[config.mk]
export PLATFORM = sky130hd
export DESIGN_NAME = foo_arb
export DESIGN_NICKNAME = d
export VERILOG_FILES = /design/src/rtl/foo_arb_pkg.sv /design/src/rtl/foo_rr_arbiter.sv /design/src/rtl/foo_arb.sv
export SDC_FILE = /design/constraint.sdc
export NUM_CORES = 1
export LEC_CHECK = 0
export CAP_MARGIN = 20
export CORE_AREA = 5 5 192 194
export CTS_CLUSTER_SIZE = 10
export DETAILED_ROUTE_END_ITERATION = 8
export DIE_AREA = 0 0 197 199
export PLACE_DENSITY = 0.62
export SLEW_MARGIN = 20
export SYNTH_ARGS = -nofsm -noshare
export SYNTH_HDL_FRONTEND = slang
export SYNTH_SLANG_ARGS = --single-unit
[constraint.sdc]
create_clock -name clk -period 17.6 [get_ports clk]
set_input_delay 4.4 -clock clk [delete_from_list [all_inputs] [get_ports clk]]
set_output_delay 4.4 -clock clk [all_outputs]
set_load 0.005 [all_outputs]
[src/rtl/foo_arb_pkg.sv]
// Shared types and operand encoding for the foo accumulator arbiter.
// Datapath computes x_next = x + a + 1, so every opcode is expressed through a.
package foo_arb_pkg;

    localparam int unsigned DATA_W = 64;
    localparam logic [DATA_W-1:0] IDLE_A = '1;

    typedef enum logic [1:0] {
        READ  = 2'd0,
        ADD   = 2'd1,
        CLEAR = 2'd2,
        RSVD  = 2'd3
    } op_e;

    // a = -1 holds x, a = data-1 adds data, a = ~x lands on zero
    function automatic logic [DATA_W-1:0] encode_a(
        input op_e               op,
        input logic [DATA_W-1:0] data,
        input logic [DATA_W-1:0] x
    );
        logic [DATA_W-1:0] a;
        a = IDLE_A;
        case (op)
            ADD:     a = data - DATA_W'(1);
            CLEAR:   a = ~x;
            default: a = IDLE_A;
        endcase
        return a;
    endfunction

endpackage

[src/rtl/foo_rr_arbiter.sv]
// Round-robin arbiter: first valid index at or above the pointer, wrapping.
// The pointer moves to winner+1 whenever anything is granted.
module foo_rr_arbiter #(
    parameter  int unsigned NUM_REQ = 4,
    localparam int unsigned ID_W    = (NUM_REQ > 1) ? $clog2(NUM_REQ) : 1
) (
    input  logic               clk,
    input  logic               rst,
    input  logic [NUM_REQ-1:0] i_valid,
    output logic [NUM_REQ-1:0] o_grant,
    output logic [ID_W-1:0]    o_win_id,
    output logic               o_any
);

    logic [ID_W-1:0] r_ptr;
    logic [ID_W-1:0] w_win;
    logic            w_any;
    int              w_idx;

    // Scan from the farthest slot back to the pointer so the last hit is the first in order
    always_comb begin
        w_win = '0;
        w_any = 1'b0;
        w_idx = 0;
        for (int k = int'(NUM_REQ) - 1; k >= 0; k--) begin
            w_idx = int'(r_ptr) + k;
            if (w_idx >= int'(NUM_REQ)) begin
                w_idx = w_idx - int'(NUM_REQ);
            end
            if (i_valid[ID_W'(w_idx)]) begin
                w_win = ID_W'(w_idx);
                w_any = 1'b1;
            end
        end
    end

    assign o_grant  = w_any ? (NUM_REQ'(1) << w_win) : '0;
    assign o_win_id = w_win;
    assign o_any    = w_any;

    always_ff @(posedge clk) begin
        if (rst) begin
            r_ptr <= '0;
        end else if (w_any) begin
            r_ptr <= (w_win == ID_W'(NUM_REQ - 1)) ? '0 : w_win + ID_W'(1);
        end
    end

endmodule

[src/rtl/foo_arb.sv]
// Arbitrates requesters onto the shared foo accumulator and returns the post-op
// value one cycle after acceptance; also drives the datapath to zero during reset.
module foo_arb
    import foo_arb_pkg::*;
#(
    parameter  int unsigned NUM_REQ = 4,
    parameter  int unsigned CNT_W   = 32,
    localparam int unsigned ID_W    = (NUM_REQ > 1) ? $clog2(NUM_REQ) : 1
) (
    input  logic                       clk,
    input  logic                       rst,
    input  logic [NUM_REQ-1:0]         req_valid,
    output logic [NUM_REQ-1:0]         req_ready,
    input  logic [2*NUM_REQ-1:0]       req_op,
    input  logic [DATA_W*NUM_REQ-1:0]  req_data,
    output logic                       rsp_valid,
    output logic [ID_W-1:0]            rsp_id,
    output logic                       rsp_err,
    output logic [DATA_W-1:0]          rsp_data,
    output logic [DATA_W-1:0]          dp_a,
    input  logic [DATA_W-1:0]          dp_x,
    output logic [CNT_W-1:0]           issue_count
);

    logic [NUM_REQ-1:0] w_grant;
    logic [ID_W-1:0]    w_win;
    logic               w_any;
    logic               w_accept;
    op_e                w_op;
    logic [DATA_W-1:0]  w_data;

    logic               r_rsp_valid;
    logic [ID_W-1:0]    r_rsp_id;
    logic               r_rsp_err;
    logic [CNT_W-1:0]   r_issue_count;

    foo_rr_arbiter #(.NUM_REQ(NUM_REQ)) u_rr (
        .clk      (clk),
        .rst      (rst),
        .i_valid  (req_valid),
        .o_grant  (w_grant),
        .o_win_id (w_win),
        .o_any    (w_any)
    );

    assign w_accept  = w_any & ~rst;
    assign req_ready = rst ? '0 : w_grant;
    assign w_op      = op_e'(req_op[32'(w_win)*2 +: 2]);
    assign w_data    = req_data[32'(w_win)*DATA_W +: DATA_W];

    // Reset reuses the CLEAR encoding so the unreset datapath settles to zero
    always_comb begin
        dp_a = IDLE_A;
        if (rst) begin
            dp_a = ~dp_x;
        end else if (w_any) begin
            dp_a = encode_a(w_op, w_data, dp_x);
        end
    end

    always_ff @(posedge clk) begin
        if (rst) begin
            r_rsp_valid   <= 1'b0;
            r_rsp_id      <= '0;
            r_rsp_err     <= 1'b0;
            r_issue_count <= '0;
        end else begin
            r_rsp_valid <= w_accept;
            if (w_accept) begin
                r_rsp_id      <= w_win;
                r_rsp_err     <= (w_op == RSVD);
                r_issue_count <= r_issue_count + CNT_W'(1);
            end
        end
    end

    assign rsp_valid   = r_rsp_valid;
    assign rsp_id      = r_rsp_id;
    assign rsp_err     = r_rsp_err;
    assign rsp_data    = r_rsp_valid ? dp_x : '0;
    assign issue_count = r_issue_count;

endmodule
==> flow_metrics.py, run 1 <==
metrics = {
    "hold_path": {
        "holdPathStages": 2,
        "worstHoldStart": "rsp_id[0]",
        "whs_endpoint": "rsp_id[0]",
        "hold_path_class": "flip-flop to flip-flop",
    },
    "floorplanning": {
        "die_h_um": 199,
        "die_x_um": 197,
        "row_count": 69,
        "start_util_pct": 19.9,
        "die_area_um2": 39200,
        "design.core.area_um2": 35100,
        "io_pins": 502,
    },
    "routing": {
        "dr.pass1.iters": 6,
        "avgViaCountPerCell": 5.07,
        "num_vias": 10200,
        "ant_nets": 0,
        "wl_per_cell_um": 21.9,
        "drtIter0Drc": 640,
        "wl_um": 43900,
        "drc": 0,
    },
    "critical_path": {
        "endpoint_kind": "output port",
        "slowest_delay_ns": 0.65,
        "r2r-end": "rsp_err",
        "path_class": "input port to output port",
        "path_cells": "clkdlybuf4s50_1 > nand2b_1 > o211ai_1 > buf_4 > nand2_2 > buf_4 > inv_2 > buf_4 > mux2i_1 > mux2_2 > nand4_1 > nor4_4 > and2_1 > and3_1 > xor2_1 > o221ai_1 > clkdlybuf4s50_1",
        "path_buf_inv": 6,
        "r2r_start": "u_rr.r_ptr[1]",
        "critPathSlowestCell": "buf_4",
        "crit_fanout": 78,
        "rrSetupSlack_ns": 14.22,
        "crit_top_cell": "buf_4",
        "crit_arrival_ns": 10.62,
        "required_ns": 13.20,
        "critPathTopFamily": "buffers and inverters",
        "reg2reg_depth": 13,
        "startpoint_type": "input port",
    },
    "clocking": {
        "cts.sinks": 38,
        "clock_path_buffers": 2,
        "clk-insertion-delay-late_ns": 0.29,
        "root_buffer": "clkbuf_16",
        "cts_buffers": 5,
        "cts_tree": "done",
        "post-cts-setup-buffers": 0,
        "cts_hold_buf": 0,
        "clk_pin_slew_ns": 0.06,
        "h-tree-depth": 2,
        "post_cts_resized": 0,
    },
    "yosys": {
        "synth_edf_count": 0,
        "synth_ff_type": "dfxtp_1",
        "synth_fp_nets": 1464,
        "netlist_top_cells_count": "nand2_1, nand3_1, and2_1",
        "ys_seq_elements": 38,
        "synth.most_common_cell": "nand2_1",
        "synth_area_per_cell_um2": 6.24,
        "syn_inst": 1121,
        "ys_top_cells_by_area": "nand2_1, dfxtp_1, nand3_1",
        "async_flop_share_pct": 0,
        "synth_warnings": 0,
        "ys_seq_area_share_pct": 10.9,
        "synth_top_cell_by_area": "nand2_1",
        "synth_cell_types": 63,
        "synth_area_um2": 6990,
        "synth_top_area_share_pct": 11.6,
    },
    "timing": {
        "finalSetupViolations": 0,
        "relSlewSlack_pct": 34.1,
        "min_period_ns": 15.02,
        "post-route-period-util_pct": 85.3,
        "rsz0062_at_grt": "false",
        "fmax_mhz": 66.6,
        "max_slew.worst_pin.slew_ns": 0.986,
        "tns_ns": 0,
        "slew_violations": 0,
        "finalHoldViolCount": 0,
        "finClkSkew_ns": 0.00694,
    },
    "job": {
        "drv_cap": 0,
    },
    "global_routing": {
        "grt_max_degree": 79,
        "antenna_found_initial": 0,
        "grt_pass1_vias": 9965,
        "grtUsageTotal_pct": 20.7,
        "grt.overflow.total": 0,
        "grt_pass1_wl_um": 62600,
    },
    "cells_and_area": {
        "multi_input_area_um2": 5760,
        "area_growth_pct": 78.5,
        "fin_nets": 1887,
        "regArea_um2": 764,
        "drive_above_1_share_pct": 4.47,
        "nFillCells": 3739,
    },
    "pwr": {
        "vdd_drop_max_mv": 0.0519,
        "p_leak_nw": 4.65,
        "total_power_w": 0.000829,
        "p_per_area_nw_per_um2": 66.4,
    },
    "run_status": {
        "status": "finished clean",
    },
    "place": {
        "routabilityCongestion": 0.872,
        "hpwl_um": 35800,
        "port_buffers": 501,
    },
}
==> layout by cell type (no fill, tap or decap), types with 5 or more instances in the layout <==
cell             instances
dfxtp_1                 37
and4_1                   5
o21ai_0                 61
inv_1                   20
xnor2_1                 30
a21oi_1                 53
nand2_1                216
mux2i_1                 14
and3_1                  43
a211oi_1                29
ha_1                     8
nor2_1                  49
a31o_2                  25
o221ai_1                28
clkdlybuf4s50_1        500
and2_1                  78
nand3_1                142
buf_4                   10
nor3_1                  10
xor2_1                  56
a221oi_1                15
nand2b_1                 6
clkbuf_16                5
o22ai_1                  5
nand4_1                 19
a222oi_1                 6
==> worst max-delay path by stage <==
stage,from,to,cells past startpoint
2_1_floorplan,req_valid[0],dp_a[61],16
6_report,req_valid[1],dp_a[33],17
4_1_cts,req_valid[1],dp_a[33],17
5_1_grt,req_valid[1],dp_a[33],17
3_5_place_dp,req_valid[1],dp_a[33],17
3_3_place_gp,req_valid[1],dp_a[33],17
==> cell type report <==
type / count / area share (%)
flip-flops and latches: 38 / 6.12
well taps: 461 / 4.62
diodes: 1 / 0.0200
repair buffers: 511 / 40.9
clock buffers: 5 / 1.00
clock inverters: 3 / 0.551
multi-input cells: 966 / 46.2
inverters: 22 / 0.672
==> cell families after synthesis <==
group           synth area share, %
compound gates                 24.4
xor+xnor                       10.8
fa+ha+maj                      1.61
buf+inv                        7.21
flops                          10.9
mux                            2.65
simple gates                   42.5
==> routing by layer <==
layer	wire [µm]	vias up	track usage, %
met2	21100	544	35.7
met1	17600	4716	26.0
met3	3640	59	4.10
li1	-	4854	-
met5	0	-	0
met4	1510	0	6.73
==> stage by stage <==
step	instance area [µm²]	worst slack, ns	std cells	util, %	hold WS, ns
global route	12500	2.06	2006	35.6	0.465
CTS	12500	2.51	2006	35.6	0.460
detailed placement	12300	2.52	1998	35.0	0.451
global placement	12300	2.75	1998	35.0	0.440
floorplan	6990	5.08	1121	-	0.448
finish	12500	2.58	2007	35.6	0.457
==> flip-flops by register name, indices dropped and copies added, names as in the netlist <==
register and count:
rsp_id 2, issue_count 32, u_rr.r_ptr 2, rsp_err 1, rsp_valid 1
==> tightest hold or removal path: stages, from the launching register on <==
cell and delay (ns):
dfxtp_1 0.31, nand2_1 0.05, a21oi_1 0.05
==> where the power goes <==
group / leakage (nW) / switching [W] / internal [W]
Combinational: 4.25 / 0.000343 / 0.000275
Sequential: 0.309 / 0.00000480 / 0.0000886
Clock: 0.0940 / 0.0000362 / 0.0000814
(Power assumes the default switching activity.)
==> run 2: changes to the inputs <==
--- a/config.mk
+++ b/config.mk
@@ -6,11 +6,11 @@
 export NUM_CORES = 1
 export LEC_CHECK = 0
 export CAP_MARGIN = 20
-export CORE_AREA = 5 5 192 194
+export CORE_AREA = 5 5 191 193
 export CTS_CLUSTER_SIZE = 10
 export DETAILED_ROUTE_END_ITERATION = 8
-export DIE_AREA = 0 0 197 199
-export PLACE_DENSITY = 0.62
+export DIE_AREA = 0 0 196 198
+export PLACE_DENSITY = 0.64
 export SLEW_MARGIN = 20
 export SYNTH_ARGS = -nofsm -noshare
 export SYNTH_HDL_FRONTEND = slang
==> constraint.sdc (replaced) <==
create_clock -name clk -period 13.4 [get_ports clk]
set_input_delay 3.35 -clock clk [delete_from_list [all_inputs] [get_ports clk]]
set_output_delay 3.35 -clock clk [all_outputs]
set_load 0.005 [all_outputs]
==> run 2 against run 1 <==
- sequential share of layout area about the same
- critical path depth down 1
- clock-buffer cell count is 1 higher
- global-route usage grew 0.51 points
- largest cell class unchanged
==> flow_metrics.py, run 2 (synthesized netlist as in run 1, its figures left out) <==
metrics = {
    "pwr": {
        "p_per_area_nw_per_um2": 85.1,
        "pwr-share-seq_pct": 11.7,
        "p_sw_share_pct": 47.7,
        "vdd_drop_max_mv": 0.0796,
        "pwr-share-comb_pct": 76.9,
        "p_clk_share_pct": 11.5,
        "power.internal_w": 0.000554,
        "p_leak_nw": 4.65,
        "power_switching_w": 0.000505,
    },
    "critical_path": {
        "crit_arrival_ns": 9.07,
        "endpoint_kind": "output port",
        "path_buf_inv": 5,
        "critPathSlowestCell": "inv_2",
        "critPathTopFamily": "buffers and inverters",
        "path_cells": "clkdlybuf4s50_1 > nor2b_1 > o21bai_4 > buf_4 > nand2_2 > inv_2 > buf_4 > mux2i_1 > mux2_2 > nand2_1 > and4bb_2 > nand3_1 > nor4_1 > o21ai_1 > a32oi_1 > clkdlybuf4s50_1",
        "slowest_delay_ns": 0.70,
        "r2r_start": "u_rr.r_ptr[1]",
        "startpoint_type": "input port",
        "path_class": "input port to output port",
        "crit_path_start": "req_valid[0]",
        "crit_fanout": 78,
        "required_ns": 10.05,
    },
    "routing": {
        "num_vias": 10100,
        "ant_nets": 0,
        "drtIter0Drc": 552,
        "wl_per_cell_um": 22.0,
        "wl_um": 44200,
        "dr.pass1.iters": 7,
        "avgViaCountPerCell": 5.05,
        "drc": 0,
    },
    "global_routing": {
        "grt_max_degree": 79,
        "antenna_found_initial": 0,
        "grtUsageTotal_pct": 21.2,
        "grt_pass1_wl_um": 63700,
        "grt_pass1_vias": 10100,
        "grt.overflow.total": 0,
    },
    "floorplanning": {
        "die_h_um": 198,
        "io_pins": 502,
        "design.core.area_um2": 34400,
        "die_x_um": 196,
        "start_util_pct": 20.3,
        "row_count": 68,
        "die_area_um2": 38800,
    },
    "cells_and_area": {
        "area_growth_pct": 78.1,
        "mostFrequentLayoutCells": "clkdlybuf4s50_1, nand2_1, nand3_1",
        "drive_above_1_share_pct": 4.71,
        "postLayoutCoreUtil_pct": 36.2,
        "multi_input_area_um2": 5750,
        "regArea_um2": 762,
        "layout_commonest_cell": "clkdlybuf4s50_1",
        "largest_register_ff_count": 32,
        "nFillCells": 3657,
        "antennaDiodeCount": 0,
        "fin_nets": 1893,
    },
    "clocking": {
        "post-cts-setup-buffers": 0,
        "cts.sinks": 38,
        "h-tree-depth": 2,
        "cts_tree": "done",
        "cts_hold_buf": 0,
        "post_cts_resized": 0,
        "cts_buffers": 5,
        "clock_path_buffers": 2,
        "root_buffer": "clkbuf_16",
        "clk-insertion-delay-late_ns": 0.28,
        "clk_pin_slew_ns": 0.06,
    },
    "timing": {
        "fmax_mhz": 80.5,
        "max_slew.worst_pin.slew_ns": 1.05,
        "finalSetupViolations": 0,
        "rsz0062_at_grt": "false",
        "finClkSkew_ns": 0.00377,
        "finalHoldViolCount": 0,
        "post-route-period-util_pct": 92.7,
        "hold-worst-slack_ns": 0.455,
        "relSlewSlack_pct": 30.0,
        "min_period_ns": 12.42,
        "slew_violations": 0,
        "tns_ns": 0,
    },
    "hold_path": {
        "hold_path_class": "flip-flop to flip-flop",
        "worstHoldStart": "rsp_err",
    },
    "place": {
        "port_buffers": 501,
        "hpwl_um": 36700,
        "routabilityCongestion": 0.928,
    },
    "run_status": {
        "status": "finished clean",
    },
    "job": {
        "drv_cap": 0,
    },
}
-- run 2: changes by cell type in the layout (fill, tap and decap cells not counted), sizes merged --
cell      change
buf           +6
diode         -1
clkinvlp      +1
bufinv        -2
clkbuf        +1
-- run 2: path summary, 6_finish.rpt --
| path | endpoint | slack [ns] | cells past startpoint |
|---|---|---|---|
| hold / removal | rsp_err | 0.46 | 2 |
| setup reg to reg | rsp_err | 9.87 | 11 |
| setup / recovery | dp_a[58] | 0.98 | 16 |
| hold reg to reg | rsp_err | 0.46 | 2 |
-- run 2: power by group through the flow --
| stage | registers (W) | logic [W] | clock network [W] |
|---|---|---|---|
| 4_1_cts | 0.000124 | 0.000819 | 0.000123 |
| 3_3_place_gp | 0.000126 | 0.000812 | 0 |
| 2_1_floorplan | 0.000122 | 0.000407 | 0 |
| 3_5_place_dp | 0.000126 | 0.000815 | 0 |
| 6_report | 0.000124 | 0.000814 | 0.000121 |
| 5_1_grt | 0.000125 | 0.000882 | 0.000129 |
-- run 2: worst register-to-register path: stages (launching register included) --
cell and delay, ns:
dfxtp_1 0.51, o21bai_4 0.19, buf_4 0.62, nand2_2 0.50
inv_2 0.70, mux2i_1 0.30, nand2_1 0.07, nand2_1 0.12
inv_1 0.07, ha_1 0.19, nand2_1 0.05, a21oi_1 0.06
-- run 2: per-layer routing --
metal,wire length (µm),part of all wire (%),vias to the layer above,GRT usage (%)
met1,17600,40,4736,25.6
met2,22100,50,491,38.9
met5,0,0,-,0
met3,3540,8.0,45,5.02
met4,937,2.1,0,3.80
li1,-,-,4866,-
-- run 2: metrics by stage --
step | area (µm²) | setup slack [ns] | total power (W) | instances
6_report | 12500 | 0.982 | 0.00106 | 2006
5_1_grt | 12500 | 0.597 | 0.00114 | 2006
4_1_cts | 12500 | 0.963 | 0.00107 | 2006
3_5_place_dp | 12300 | 0.984 | 0.000942 | 1998
3_3_place_gp | 12300 | 1.10 | 0.000938 | 1998
2_1_floorplan | 6990 | 2.98 | 0.000528 | 1121
-- run 2: final cells by class --
class                   instances  share of cell area, %
well taps                     455                   4.57
clock buffers                   6                   1.12
repair buffers                517                   41.2
inverters                      22                  0.673
clock inverters                 2                  0.100
flip-flops and latches         38                   6.12
multi-input cells             966                   46.2
==> run 3: changes to the inputs <==
--- a/config.mk
+++ b/config.mk
@@ -5,6 +5,7 @@
 export SDC_FILE = /design/constraint.sdc
 export NUM_CORES = 1
 export LEC_CHECK = 0
+export ABC_CLOCK_PERIOD_IN_PS = 13400
 export CAP_MARGIN = 20
 export CORE_AREA = 5 5 191 193
 export CTS_CLUSTER_SIZE = 10
==> results of run 3 <==
Final layout, timing and power as in run 2 (identical DEF).
==> edit 1: new RTL, settings of run 3 <==
The parameter `CNT_W` goes from 32 to 16.
--- a/src/rtl/foo_arb.sv
+++ b/src/rtl/foo_arb.sv
@@ -4,7 +4,7 @@
     import foo_arb_pkg::*;
 #(
     parameter  int unsigned NUM_REQ = 4,
-    parameter  int unsigned CNT_W   = 32,
+    parameter  int unsigned CNT_W   = 16,
     localparam int unsigned ID_W    = (NUM_REQ > 1) ? $clog2(NUM_REQ) : 1
 ) (
     input  logic                       clk,
Ports: changed (resized issue_count); port bits go from 502 to 486. No check against the original RTL was run, so the function may have changed too.
==> edit 1 against run 3 <==
  * Synthesized area shrank 2.9%
  * Critical path depth down 3
  * Wire length grew 4.0%
  * Sequential power decreased by 38%
  * Synthesized cell count is 6.8% lower
  * Register-to-register slack improved by 750 ps
  * Worst setup slack improved by 220 ps
  * Sequential cell count shrank 16
  * First-iteration DRC count rose by 7.6%
  * Final area shrank 3.7%
  * Total power up 9.3%
  * Critical endpoint is now dp_a[49]
  * Largest cell class unchanged
  * Largest power group unchanged
==> edit 1: results (changes against run 3) <==
Parameter                              Value

Global route
  Wire length of the first global-routing pass    65.1 mm (+2.2%)
  Global-route track usage on met1    27.8% (+2.3 points)
  Met3 track utilization from global routing    3.74% (-1.3 points)
  Vias in the first global route    10,100 (+0.29%)

Worst setup path
  Library cell contributing the largest single delay on the critical path    sky130_fd_sc_hd__and4b_1
  Maximum cell stage delay along the critical path    850 ps (+150 ps)

Layout
  Area of combinational cells with multiple inputs    5820 um2 (+1.1%)
  Count of fill cells added during filler insertion    3,647 (-0.27%)
  Number of nets in the finished design    1,791 (-5.4%)
  Bufs w/o clock    505 (-2.3%)
  Layout cells sized above 1    6.01% (+1.3 points)
  Clock-cell share of area    0.741% (-0.47 points)
  Count of clock-net buffers in the final layout    4 (-2)

Placement
  Pre-CTS setup slack    1190 ps (+205 ps)
  # placed instances    1,897 (-5.1%)
  Placed standard-cell area    11,900 um2 (-3.4%)
  Final RePlAce weighted congestion    0.915 (-1.5%)

Clock network
  Clock latency on the worst-skew pair    260 ps (-20 ps)
  Number of buffers added by the clock tree synthesis step    3 (-2)

Timing
  Smallest hold slack    458 ps (+2.42 ps)

Run status
  Outcome    finished, final reports clean

Synthesis
  Net count after synthesis    1,388 (-5.2%)
  Cell types occupying the most area after synthesis    sky130_fd_sc_hd__nand2_1, sky130_fd_sc_hd__and3_1, sky130_fd_sc_hd__and2_1, sky130_fd_sc_hd__a21oi_1, sky130_fd_sc_hd__dfxtp_1
  Syn avg cell area    6.50 um2 (+4.2%)
  Multiplexer area fraction after synthesis    1.93% (-0.71 points)
  Area share of xor/xnor cells in the synthesized design    6.58% (-4.2 points)

Detailed routing
  Detailed-routing iteration count for the pre-antenna-repair pass    6 (-1)
  Total detailed-routing wirelength    46.0 mm (+4.0%)

Power
  IR drop worst, VDD    0.0727 mV (-8.7%)
  Leakage    4.52 nW (-2.9%)
edit 1: changes by cell type in the layout (fill, tap and decap cells not counted), moves of 17 or more:
cell / change
sky130_fd_sc_hd__a211oi_1: +27
sky130_fd_sc_hd__and3_1: +39
sky130_fd_sc_hd__a21oi_1: +35
sky130_fd_sc_hd__a31o_2: -17
sky130_fd_sc_hd__xor2_1: -33
sky130_fd_sc_hd__or2_2: +18
sky130_fd_sc_hd__nand2_1: -70
sky130_fd_sc_hd__nand3_1: -108
sky130_fd_sc_hd__o21ai_0: -31
edit 1: worst register-to-register path, cell delays in order (launching register included):
cell	delay, ps
sky130_fd_sc_hd__dfxtp_1	540
sky130_fd_sc_hd__a21boi_1	160
sky130_fd_sc_hd__o32ai_4	310
sky130_fd_sc_hd__clkinv_2	590
sky130_fd_sc_hd__buf_12	480
sky130_fd_sc_hd__nand2_1	120
sky130_fd_sc_hd__nand2_1	80
sky130_fd_sc_hd__inv_1	90
sky130_fd_sc_hd__ha_1	150
sky130_fd_sc_hd__nand2_1	50
sky130_fd_sc_hd__a21oi_1	140
edit 1: final timing paths:
kind | depth (start not counted) | to | from
max | 13 | dp_a[49] | req_valid[2]
max reg2reg | 10 | rsp_err$_SDFFE_PP0P_ | u_rr.r_ptr[1]$_SDFFE_PP0N_
min | 2 | rsp_id[0]$_SDFFE_PP0P_ | rsp_id[0]$_SDFFE_PP0P_
min reg2reg | 2 | rsp_id[0]$_SDFFE_PP0P_ | rsp_id[0]$_SDFFE_PP0P_
edit 1: power by group:
group / internal (mW) / switching (mW)
combinational: 0.450 / 0.560
clock: 0.0456 / 0.0252
sequential: 0.0693 / 0.00822
total: 0.565 / 0.593
==> edit 2: new RTL, settings of run 3 <==
Made on the original files. Put one more register stage on the output `issue_count`, with the module's reset. The value now appears one clock later. The other outputs are not delayed to match.
--- a/src/rtl/foo_arb.sv
+++ b/src/rtl/foo_arb.sv
@@ -78,6 +78,12 @@
     assign rsp_id      = r_rsp_id;
     assign rsp_err     = r_rsp_err;
     assign rsp_data    = r_rsp_valid ? dp_x : '0;
-    assign issue_count = r_issue_count;
+    always_ff @(posedge clk) begin
+        if (rst) begin
+            issue_count <= '0;
+        end else begin
+            issue_count <= r_issue_count;
+        end
+    end
 
 endmodule
Check against the original RTL: not equivalent (a bounded check fails within 4 cycles, from zero or initial values and one cycle with rst high).
==> edit 2 against run 3 <==
  * Non-clock buffer count rose by 19
  * Total power rose by 33%
  * Clock skew rose by 2.8 ps
  * Final area rose by 14%
  * Sequential cell count rose by 32
  * Synthesized cell count rose by 16%
  * Worst setup slack improved by 66 ps
  * Synthesized area rose by 21%
  * Wire length rose by 16%
  * Largest cell class unchanged
  * Utilization rose by 5.1 points
==> edit 2: results (changes against run 3) <==
Parameter                              Value

Worst setup path
  CP Launch Point    req_valid[0]
  R2R Setup Slk    10,590 ps (+720 ps)
  Maximum cell stage delay along the critical path    680 ps (-20 ps)
  Critical Path AT    9000 ps (-70 ps)
  FF-to-FF path depth    9 (-2)
  Crit path capture    dp_a[50]
  Library cell contributing the largest single delay on the critical path    sky130_fd_sc_hd__o41ai_1
  Largest fanout of any net on the critical path    37 (-53%)

Power
  Leakage    5.18 nW (+11%)
  IR drop worst, VDD    0.0735 mV (-7.7%)

Placement
  Final RePlAce weighted congestion    0.973 (+4.8%)
  Pre-CTS setup slack    956 ps (-27.7 ps)
  Placed standard-cell area    13,900 um2 (+13%)
  Post-detail-place hpwl    41.5 mm (+13%)

Synthesis
  Dominant register cell in the synthesized netlist    sky130_fd_sc_hd__dfxtp_1
  Cell types occupying the most area after synthesis    sky130_fd_sc_hd__dfxtp_1, sky130_fd_sc_hd__nand3_1, sky130_fd_sc_hd__o21ai_0, sky130_fd_sc_hd__nand2_1, sky130_fd_sc_hd__and2_1
  Post-synth EDFFs    0 (unchanged)
  Most instantiated cells after synthesis    sky130_fd_sc_hd__nand3_1, sky130_fd_sc_hd__nand2_1, sky130_fd_sc_hd__o21ai_0, sky130_fd_sc_hd__clkbuf_1, sky130_fd_sc_hd__and2_1
  Net count after synthesis    1,643 (+12%)
  Netlist cell types    76 (+21%)
  Fraction of the yosys area taken by sequential cells    16.5% (+5.6 points)
  Yosys Warn Count    0 (unchanged)

Detailed routing
  Wire length on met1    22.2 mm (+26%)
  Total vias in the final route    11,900 (+17%)
  First DRT Iteration DRCs    906 (+64%)
  Total detailed-routing wirelength    51.1 mm (+16%)
  Routed length on met3    3.84 mm (+8.5%)
  Detailed-routing iteration count for the pre-antenna-repair pass    9 (+2)
  Uppermost routed layer    met4
  Wire length on met2    23.9 mm (+8.1%)

Global route
  Vias in the first global route    11,300 (+13%)
  Aggregate global-route resource usage    24.5% (+3.3 points)
  Wire length of the first global-routing pass    73.2 mm (+15%)
  Global Route met2 Usage    41.7% (+2.8 points)
  Met3 track utilization from global routing    3.88% (-1.1 points)
  Global-route track usage on met1    32.6% (+7.1 points)
  Largest net degree at the start of global routing    66 (-16%)

Layout
  Count of fill cells added during filler insertion    3,553 (-2.8%)
  Number of nets in the finished design    2,074 (+9.6%)
  Layout cells sized above 1    6.45% (+1.7 points)

Clock network
  Number of H-tree levels    3 (+1)
  Clock latency on the worst-skew pair    330 ps (+50 ps)
  Number of buffers added by the clock tree synthesis step    9 (+4)

Min path
  Class of the tightest hold or removal check    reg2reg

Run status
  Outcome    finished, final reports clean

Timing
  Tcrit/Tclk final    92.2% (-0.50 points)
  Slew Limit Headroom    33.6% (+3.5 points)
  Setup Skew    6.59 ps (+2.82 ps)
-- edit 2: cell types whose count changed in the layout (fill, tap and decap cells not counted), sizes merged, moves of 12 or more --
cell	before	now
nor3	10	24
nand2	218	156
nand3	143	197
dfxtp	38	70
a31oi	4	16
buf	17	36
o21ai	63	121
xor2	56	35
a221oi	15	2
nor2	52	71
nor2b	4	31
o221ai	29	7
-- edit 2: logic make-up (layout without fill, tap and decap cells) --
group | Yosys count | in the layout | synth area share [%]
AOI/OAI and AO/OA | 322 | 322 | 24.6
xor gates and xnor gates | 66 | 66 | 6.82
adders and majority gates | 9 | 9 | 1.33
buffers and inverters | 128 | 564 | 6.60
DFF | 70 | 70 | 16.5
muxes | 14 | 14 | 1.67
and+or+nand+nor | 691 | 691 | 42.5
-- edit 2: stage by stage --
stage               hold slack [ps]  utilization, %  instances  power (mW)
global placement                444            40.4       2175        1.14
global route                    476            41.4       2191        1.49
detailed placement              445            40.4       2175        1.15
CTS                             453            41.4       2191        1.41
finish                          451            41.4       2191        1.41
floorplan                       447               -       1300       0.680
-- edit 2: final cells by class --
cell class / instances / area (um2) / share of cell area, %
Clock buffer: 9 / 225 / 1.58
Multi-Input combinational cell: 1102 / 6580 / 46.3
Tap cell: 455 / 569 / 4.00
Timing Repair Buffer: 536 / 5290 / 37.2
Clock inverter: 7 / 104 / 0.730
Inverter: 12 / 47.5 / 0.334
Sequential cell: 70 / 1400 / 9.87
-- edit 2: power breakdown --
group | internal, mW | switching, mW
clock network | 0.165 | 0.0917
logic | 0.401 | 0.530
registers | 0.213 | 0.00671
-- edit 2: worst max-delay path, delay by kind of cell --
kind,cells,cell delay [ps]
adder cells (fa/ha/maj),1,230
AO/OA/AOI/OAI,2,1290
buffers and inverters,4,1730
AND/OR/NAND/NOR,10,2390
